**src/rtl/muldiv_execute.sv**
```systemverilog
`default_nettype none
// ============================================================================
// Module      : muldiv_execute
// Description : Iterative RV32M multiply/divide unit that stalls execute while it runs.
// Revision    : 1.0 - initial release
// ============================================================================
module muldiv_execute #(
    parameter int WIDTH = 32
) (
    input  logic             clk,
    input  logic             rst,
    input  logic             start_e_i,
    input  logic [2:0]       funct3_e_i,
    input  logic [WIDTH-1:0] src_a_e_i,
    input  logic [WIDTH-1:0] src_b_e_i,
    input  logic [4:0]       rd_e_i,
    input  logic             reg_write_e_i,
    input  logic             flush_e_i,
    output logic             busy_o,
    output logic             done_o,
    output logic [WIDTH-1:0] result_o,
    output logic [4:0]       rd_o,
    output logic             reg_write_o
);

    localparam logic [1:0]       c_state_idle = 2'd0;
    localparam logic [1:0]       c_state_calc = 2'd1;
    localparam logic [1:0]       c_state_done = 2'd2;
    localparam logic [5:0]       c_last_iter  = 6'(WIDTH - 1);
    localparam logic [WIDTH-1:0] c_min_int    = {1'b1, {(WIDTH-1){1'b0}}};

    logic [1:0]         r_state;
    logic [2:0]         r_funct3;
    logic [4:0]         r_rd;
    logic               r_reg_write;
    logic               r_neg;
    logic [5:0]         r_cnt;
    logic [WIDTH-1:0]   r_opd;
    logic [2*WIDTH-1:0] r_acc;

    // Operand decode at issue
    logic             w_is_div;
    logic             w_a_signed;
    logic             w_b_signed;
    logic             w_a_neg;
    logic             w_b_neg;
    logic [WIDTH-1:0] w_a_mag;
    logic [WIDTH-1:0] w_b_mag;
    logic             w_res_neg;
    logic             w_div_zero;
    logic             w_div_ovf;
    logic [WIDTH-1:0] w_special_res;

    always_comb begin
        w_is_div   = funct3_e_i[2];
        w_a_signed = (funct3_e_i == 3'b000) || (funct3_e_i == 3'b001) || (funct3_e_i == 3'b010) ||
                     (funct3_e_i == 3'b100) || (funct3_e_i == 3'b110);
        w_b_signed = (funct3_e_i == 3'b000) || (funct3_e_i == 3'b001) ||
                     (funct3_e_i == 3'b100) || (funct3_e_i == 3'b110);
        w_a_neg    = w_a_signed & src_a_e_i[WIDTH-1];
        w_b_neg    = w_b_signed & src_b_e_i[WIDTH-1];
        w_a_mag    = w_a_neg ? -src_a_e_i : src_a_e_i;
        w_b_mag    = w_b_neg ? -src_b_e_i : src_b_e_i;
        // Remainder follows the dividend; everything else takes the XOR of signs
        w_res_neg  = (w_is_div && funct3_e_i[1]) ? w_a_neg : (w_a_neg ^ w_b_neg);
        w_div_zero = w_is_div && (src_b_e_i == '0);
        w_div_ovf  = w_is_div && !funct3_e_i[0] && (src_a_e_i == c_min_int) && (src_b_e_i == '1);
        if (w_div_zero) begin
            w_special_res = funct3_e_i[1] ? src_a_e_i : '1;
        end else begin
            w_special_res = funct3_e_i[1] ? '0 : c_min_int;
        end
    end

    // One iteration of shift-add multiply or restoring divide
    logic [WIDTH:0]     w_mul_sum;
    logic [WIDTH:0]     w_rem_shift;
    logic [WIDTH:0]     w_rem_diff;
    logic               w_q_bit;
    logic [2*WIDTH-1:0] w_acc_next;
    logic [2*WIDTH-1:0] w_prod_signed;
    logic [WIDTH-1:0]   w_div_sel;
    logic [WIDTH-1:0]   w_final;

    always_comb begin
        w_mul_sum   = {1'b0, r_acc[2*WIDTH-1:WIDTH]} + (r_acc[0] ? {1'b0, r_opd} : '0);
        w_rem_shift = r_acc[2*WIDTH-1:WIDTH-1];
        w_rem_diff  = w_rem_shift - {1'b0, r_opd};
        w_q_bit     = ~w_rem_diff[WIDTH];
        if (r_funct3[2]) begin
            w_acc_next = {(w_q_bit ? w_rem_diff[WIDTH-1:0] : w_rem_shift[WIDTH-1:0]),
                          r_acc[WIDTH-2:0], w_q_bit};
        end else begin
            w_acc_next = {w_mul_sum, r_acc[WIDTH-1:1]};
        end
        w_prod_signed = r_neg ? -w_acc_next : w_acc_next;
        w_div_sel     = r_funct3[1] ? w_acc_next[2*WIDTH-1:WIDTH] : w_acc_next[WIDTH-1:0];
        if (r_funct3[2]) begin
            w_final = r_neg ? -w_div_sel : w_div_sel;
        end else if (r_funct3[1:0] == 2'b00) begin
            w_final = w_prod_signed[WIDTH-1:0];
        end else begin
            w_final = w_prod_signed[2*WIDTH-1:WIDTH];
        end
    end

    // The stall must take effect in the issue cycle, so it is not registered
    always_comb begin
        busy_o = ((r_state == c_state_idle) && start_e_i && !flush_e_i) ||
                 (r_state == c_state_calc);
    end

    always_ff @(posedge clk) begin
        if (rst) begin
            r_state     <= c_state_idle;
            r_funct3    <= '0;
            r_rd        <= '0;
            r_reg_write <= 1'b0;
            r_neg       <= 1'b0;
            r_cnt       <= '0;
            r_opd       <= '0;
            r_acc       <= '0;
            done_o      <= 1'b0;
            result_o    <= '0;
            rd_o        <= '0;
            reg_write_o <= 1'b0;
        end else begin
            done_o      <= 1'b0;
            reg_write_o <= 1'b0;
            if (flush_e_i) begin
                r_state <= c_state_idle;
            end else begin
                case (r_state)
                    c_state_idle: begin
                        if (start_e_i) begin
                            r_funct3    <= funct3_e_i;
                            r_rd        <= rd_e_i;
                            r_reg_write <= reg_write_e_i;
                            r_neg       <= w_res_neg;
                            r_cnt       <= '0;
                            r_opd       <= w_is_div ? w_b_mag : w_a_mag;
                            r_acc       <= {{WIDTH{1'b0}}, (w_is_div ? w_a_mag : w_b_mag)};
                            if (w_div_zero || w_div_ovf) begin
                                result_o    <= w_special_res;
                                rd_o        <= rd_e_i;
                                reg_write_o <= reg_write_e_i;
                                done_o      <= 1'b1;
                                r_state     <= c_state_done;
                            end else begin
                                r_state <= c_state_calc;
                            end
                        end
                    end
                    c_state_calc: begin
                        r_acc <= w_acc_next;
                        r_cnt <= r_cnt + 6'd1;
                        if (r_cnt == c_last_iter) begin
                            result_o    <= w_final;
                            rd_o        <= r_rd;
                            reg_write_o <= r_reg_write;
                            done_o      <= 1'b1;
                            r_state     <= c_state_done;
                        end
                    end
                    // start is still the same stalled instruction here
                    c_state_done: r_state <= c_state_idle;
                    default:      r_state <= c_state_idle;
                endcase
            end
        end
    end

endmodule
`default_nettype wire

```
**config.mk**
```make
export PLATFORM = sky130hd
export DESIGN_NAME = muldiv_execute
export DESIGN_NICKNAME = d
export VERILOG_FILES = /design/src/rtl/muldiv_execute.sv
export SDC_FILE = /design/constraint.sdc
export NUM_CORES = 1
export LEC_CHECK = 0
export ABC_AREA = 0
export CORE_MARGIN = 5
export CORE_UTILIZATION = 40
export CTS_BUF_LIST = sky130_fd_sc_hd__clkbuf_8
export DETAILED_ROUTE_END_ITERATION = 6
export PLACE_DENSITY = 0.54
export SYNTH_ARGS = -nofsm -noshare
export SYNTH_HDL_FRONTEND = slang
export SYNTH_SLANG_ARGS = --single-unit
```
**constraint.sdc**
```tcl
create_clock -name clk -period 6 [get_ports clk]
set_input_delay 1.5 -clock clk [delete_from_list [all_inputs] [get_ports clk]]
set_output_delay 1.5 -clock clk [all_outputs]
set_load 0.05 [all_outputs]
```
== Yosys cells after proc, flatten, opt, wreduce, memory -nomap -nowiden ==
Index checks and enable logic that the tools add are counted.

* Add/sub/neg operators: 7
* Equal/unequal tests: 11
* Multiplexer cells: 40
* Bitwise gates (word level): 5
* Reduce and logical (&&, ||, !) cells: 27

{| class="wikitable"
|+ Operators by type and width
! cell !! number
|-
| $mux 32 || 16
|-
| $mux 64 || 3
|-
| $pmux 64 s2 || 1
|-
| $neg 32->32 || 3
|-
| $eq 32x32->1 const B || 2
|-
| $neg 64->64 || 1
|-
| $pmux 32 s2 || 1
|-
| $add 32x32->33 || 1
|-
| $sub 33x32->33 || 1
|-
| $logic_not 32->1 || 1
|-
| $mux 5 || 3
|-
| $pmux 6 s2 || 1
|-
| $pmux 5 s2 || 1
|-
| $logic_or 1x1->1 || 8
|-
| $logic_and 1x1->1 || 7
|-
| $mux 1 || 7
|-
| $add 6x1->6 const B || 1
|-
| $eq 3x3->1 const B || 2
|-
| $eq 6x5->1 const B || 1
|-
| $mux 2 || 3
|-
| $mux 6 || 1
|-
| $reduce_and 3->1 || 2
|-
| $reduce_and 5->1 || 1
|-
| $logic_not 2->1 || 2
|-
| other kinds (15) || 20
|}

* Flip-flop bits (word level): 153
* Bits of input ports: 77
* Output and inout bits: 40
* Word-level logic and storage cells: 102

== Depth between registers and ports, before layout ==
* Depth in word-level cells: 10
* Mapped depth: 25
* Gate-level depth less buffers: 23

== Least setup slack after synthesis ==
No wires, ideal clock.

* Path kind: reg-to-reg
* Start point: register r_acc[31]
* End point: register result_o[28]
* Setup time: 0.125 ns
* Arrival: 5.284 ns
* Required time: 5.875 ns
* Slack: 0.591 ns
* Cell stages (with the launch flop): 26
* Path buffers: 2
* Cell sequence: dfxtp_1 > inv_1 > ha_1 > fa_1 > nand2b_1 > a211oi_4 > o2111ai_2 > a21oi_2 > a211oi_1 > buf_6 > buf_6 > nand2_4 > nand2_1 > inv_1 > ha_1 > nand2_1 > nor4_1 > nand3_1 > o31a_1 > a2111oi_2 > nand4b_1 > nor3_1 > a31oi_1 > xor2_1 > a211oi_1 > a211oi_1

* Word-level cells in the longest chain between the ends: 9
* Elaborated cells between the ends (all ways): 13

{| class="wikitable"
|+ RTL lines
! item !! RTL line !! RTL
|-
| start, declared || 39 || <nowiki>logic [2*WIDTH-1:0] r_acc;</nowiki>
|-
| start signal, assigned || 142 || <nowiki>r_acc <= {{WIDTH{1'b0}}, (w_is_div ? w_a_mag : w_b_mag)};</nowiki>
|-
| start signal, assigned || 155 || <nowiki>r_acc <= w_acc_next;</nowiki>
|-
| $sub 33x32->33 || 88 || <nowiki>w_rem_diff = w_rem_shift - {1'b0, r_opd};</nowiki>
|-
| $mux 32 or $not 1->1 (tied branches) || 91, 89 ||
|-
| $mux 64 * || 90 || <nowiki>if (r_funct3[2]) begin</nowiki>
|-
| $neg 64->64 or $mux 32 (tied branches) || 96, 97 ||
|-
| $mux 64 or $neg 32->32 (tied branches) || 96, 99 ||
|-
| $mux 32 (on tied branches) || 100, 99 ||
|-
| $mux 32 * || 98 || <nowiki>if (r_funct3[2]) begin</nowiki>
|-
| $mux 32 * || 157 || <nowiki>if (r_cnt == c_last_iter) begin</nowiki>
|-
| $pmux 32 s2 * || 133 || <nowiki>case (r_state)</nowiki>
|-
| end signal, assigned || 144 || <nowiki>result_o <= w_special_res;</nowiki>
|-
| end signal, assigned || 158 || <nowiki>result_o <= w_final;</nowiki>
|-
| end, declared || 21 || <nowiki>output logic [WIDTH-1:0] result_o,</nowiki>
|}

Every way passes the cells marked *; elsewhere a longest branch is shown, timed or not. The select of a mux whose other input is x is not followed.
A chain may end at the register's enable or synchronous reset.

== Worst setup path after layout ==
* Start point: register r_acc[31]
* End point: register result_o[22]

The elaborated chain is that of the path after synthesis.

==> results.toml <==
[status]
status = "completed"

[setup_path]
critPathKind = "reg -> reg"
critical_path.top_delay_family = "compound AO/OA/AOI/OAI gates"
endpoint_kind = "flip-flop"
path_cells = "inv_1 -> ha_1 -> fa_1 -> nand2b_1 -> a211oi_4 -> o2111ai_2 -> a21o_1 -> a211oi_4 -> buf_12 -> mux2i_1 -> a21o_1 -> ha_1 -> o2111ai_1 -> or4_4 -> nor4_4 -> nand2_2 -> o41ai_2 -> xnor2_1 -> o21a_1"
cp_max_fo = 36
crit_buf_inv = 2
required_ns = 6.43
slowest_stage = "or4_4"
cpPeakStageDelay_ns = 0.51
arrival_ns = 6.11
critPathLaunchType = "flip-flop"

[sta]
max_freq_mhz = 176.0
drv_slew = 0
hold_viol = 0
maxSlewHeadroom = 0.1779
fin_worst_skew_ns = 0.02218
fin_crit_sh = 0.9469
setup_viol = 0
min_period_ns = 5.681
holdWs_ns = 0.4612
max_slew.worst_pin.slew_ns = 1.233

[die]
ios = 117
die_w_um = 220.7
core_mm2 = 0.04412
dieArea_mm2 = 0.04873
die_h_um = 220.7
start_util = 0.4026
rows = 77

[power_and_ir_drop]
p_leak_nw = 7.473
ir_worst_vdd_v = 0.0001591
p_int_mw = 2.040
p_sw_mw = 1.555
p_comb_frac = 0.417
powerDensity_mw_per_mm2 = 179.1
clockPowerShare = 0.274
swShare = 0.4325
seqPwrFrac = 0.309

[place]
gp_congestion = 1.003
dp_hpwl_um = 64030
numPortBuffers = 116
placed_cell_area_mm2 = 0.01961

[route]
drt_first_pass_iters = 6
vias = 20670
ant_nets = 0
route.detailed.drc = 0
wirelength_um = 83090
dr.first_iter.drc_count = 2355
viasPerCell = 6.453
wl_per_cell_um = 25.94

[finish]
final_nets = 2746
final_layout_size_suffix_gt1_frac = 0.08621
fin_util = 0.4551
fin_area_mm2 = 0.02008
area_growth_pct = 13.04
nFillCells = 4641

[clocking]
clock-sinks = 153
cts_root_buf = "clkbuf_8"
cts_buffers = 17
insertion_delay_ns = 0.54
clockBufferDepth = 2
cts_tree = "built"
clk_pin_slew_ns = 0.10
htree_num_levels = 4

[yosys]
synthCells = 2561
synthTopCellsByArea = "dfxtp_1 17%, nand2_1 6.6%, a21oi_1 6.5%, nor2_1 5.7%, o21ai_0 5.6%"
syn_nets = 2710
syn_area_per_cell_um2 = 6.937
synth-seq-area-share = 0.1724
synth_edf_count = 0
synth_ff_type = "dfxtp_1"
yosysUniqueCellTypes = 104
yosysWarnings = 0
synthArstFlopShare = 0
syn_area_mm2 = 0.01777
netlist.area_leader.share = 0.1724
yosys.area.top_type = "dfxtp_1"
ys_ff_latch = 153

[grt]
met3_usage = 0.05842
busiest_layer = "met2"
overflow = 0
gr-usage-met2 = 0.5012
grt_use_total = 0.3316
grt_pass1_vias = 19144
use_met1 = 0.4786
grt_max_degree = 98
grt_pass1_wl_um = 122900
antenna_found_initial = 2

[job]
drv_cap = 0

[min_path]
min_path_type = "reg -> reg"
-- Yosys cell counts, drive strengths merged, types with 24 or more instances --
cell type,number
dfxtp,153
nor4,34
nand4,36
o31ai,38
o211ai,56
a22oi,30
inv,69
nand2b,24
o21ai,203
xnor2,80
or3,30
xor2,69
a31oi,30
nor2,269
a21oi,232
nand2,315
clkbuf,135
and2,46
mux2i,60
nand3,45
nor3,93
a211oi,42
ha,70
buf,44
-- registers in the layout, indices dropped and copies added, names as in the netlist --
| signal | count |
|---|---|
| result_o | 32 |
| r_funct3 | 3 |
| r_state | 2 |
| r_rd | 5 |
| done_o | 1 |
| r_reg_write | 1 |
| reg_write_o | 1 |
| r_cnt | 6 |
| rd_o | 5 |
| r_opd | 32 |
| r_acc | 64 |
| r_neg | 1 |
-- per-stage QoR --
stage / setup TNS (ns) / power (mW) / instances / worst slack, ns
floorplan: 0 / 2.051 / 2561 / 0.5911
global placement: 0 / 2.583 / 3170 / 0.2816
detailed placement: 0 / 2.581 / 3170 / 0.2874
CTS: 0 / 3.557 / 3202 / 0.2723
global route: -0.001490 / 3.735 / 3203 / -0.001490
finish: 0 / 3.596 / 3203 / 0.3187
-- power groups by stage --
stage | logic [mW] | registers (mW) | clock network [mW]
after CTS | 1.46 | 1.11 | 0.991
final | 1.50 | 1.11 | 0.985
after floorplan | 0.930 | 1.12 | 0
after global placement | 1.45 | 1.13 | 0
after global routing | 1.59 | 1.12 | 1.03
after detailed placement | 1.45 | 1.13 | 0
-- final cells by class --
cell class	count	area, µm²	area share
clock inverters	15	222.7	0.01109
well taps	592	740.7	0.03688
flip-flops and latches	153	3069	0.1528
diodes	1	2.502	0.0001246
multi-input cells	2159	13760	0.6850
inverters	69	259.0	0.01290
clock buffers	17	234.0	0.01165
repair buffers	197	1797	0.08947
-- final timing paths --
path | slack [ns] | end | start | depth (start not counted)
min | 0.46 | r_rd[4] | r_rd[4] | 2
max reg2reg | 0.32 | result_o[22] | r_acc[31] | 19
min reg2reg | 0.46 | r_rd[4] | r_rd[4] | 2
max | 0.32 | result_o[22] | r_acc[31] | 19
-- routing by layer --
metal | up-vias | routed length, µm
met3 | 137 | 7695
met4 | 2 | 2643
met2 | 1049 | 35410
met5 | - | 12
met1 | 9909 | 37330
li1 | 9573 | -
-- tightest hold or removal path: stages (launching register included) --
cell     delay, ns
dfxtp_1       0.32
nand2_1       0.05
a21oi_1       0.05
-- placed cells by master (no fill, tap or decap), types with 44 or more instances in the layout --
cell type	count
xnor2_1	80
a21oi_1	230
nor2_1	266
clkdlybuf4s50_1	113
o21ai_0	197
mux2i_1	58
nor3_1	89
o211ai_1	56
ha_1	70
buf_4	80
and2_1	46
nand3_1	44
inv_1	67
xor2_1	69
nand2_1	313
dfxtp_1	150
-- cell families after synthesis --
| logic type | count (synthesis) | synth area share |
|---|---|---|
| flops | 153 | 0.1724 |
| fa+ha+maj | 72 | 0.05155 |
| buf+inv | 249 | 0.05733 |
| mux | 90 | 0.05810 |
| compound gates | 856 | 0.3185 |
| xor+xnor | 149 | 0.07346 |
| simple gates | 992 | 0.2687 |
-- repair_timing --
| action | in CTS | in global routing |
|---|---|---|
| hold buffers | 0 | 0 |
| setup buffers | 0 | 0 |
| endpoints found under the setup margin | 0 | 5 |
| gates resized for setup | 0 | 4 |
Note: power is estimated with default switching activity, not from simulation.
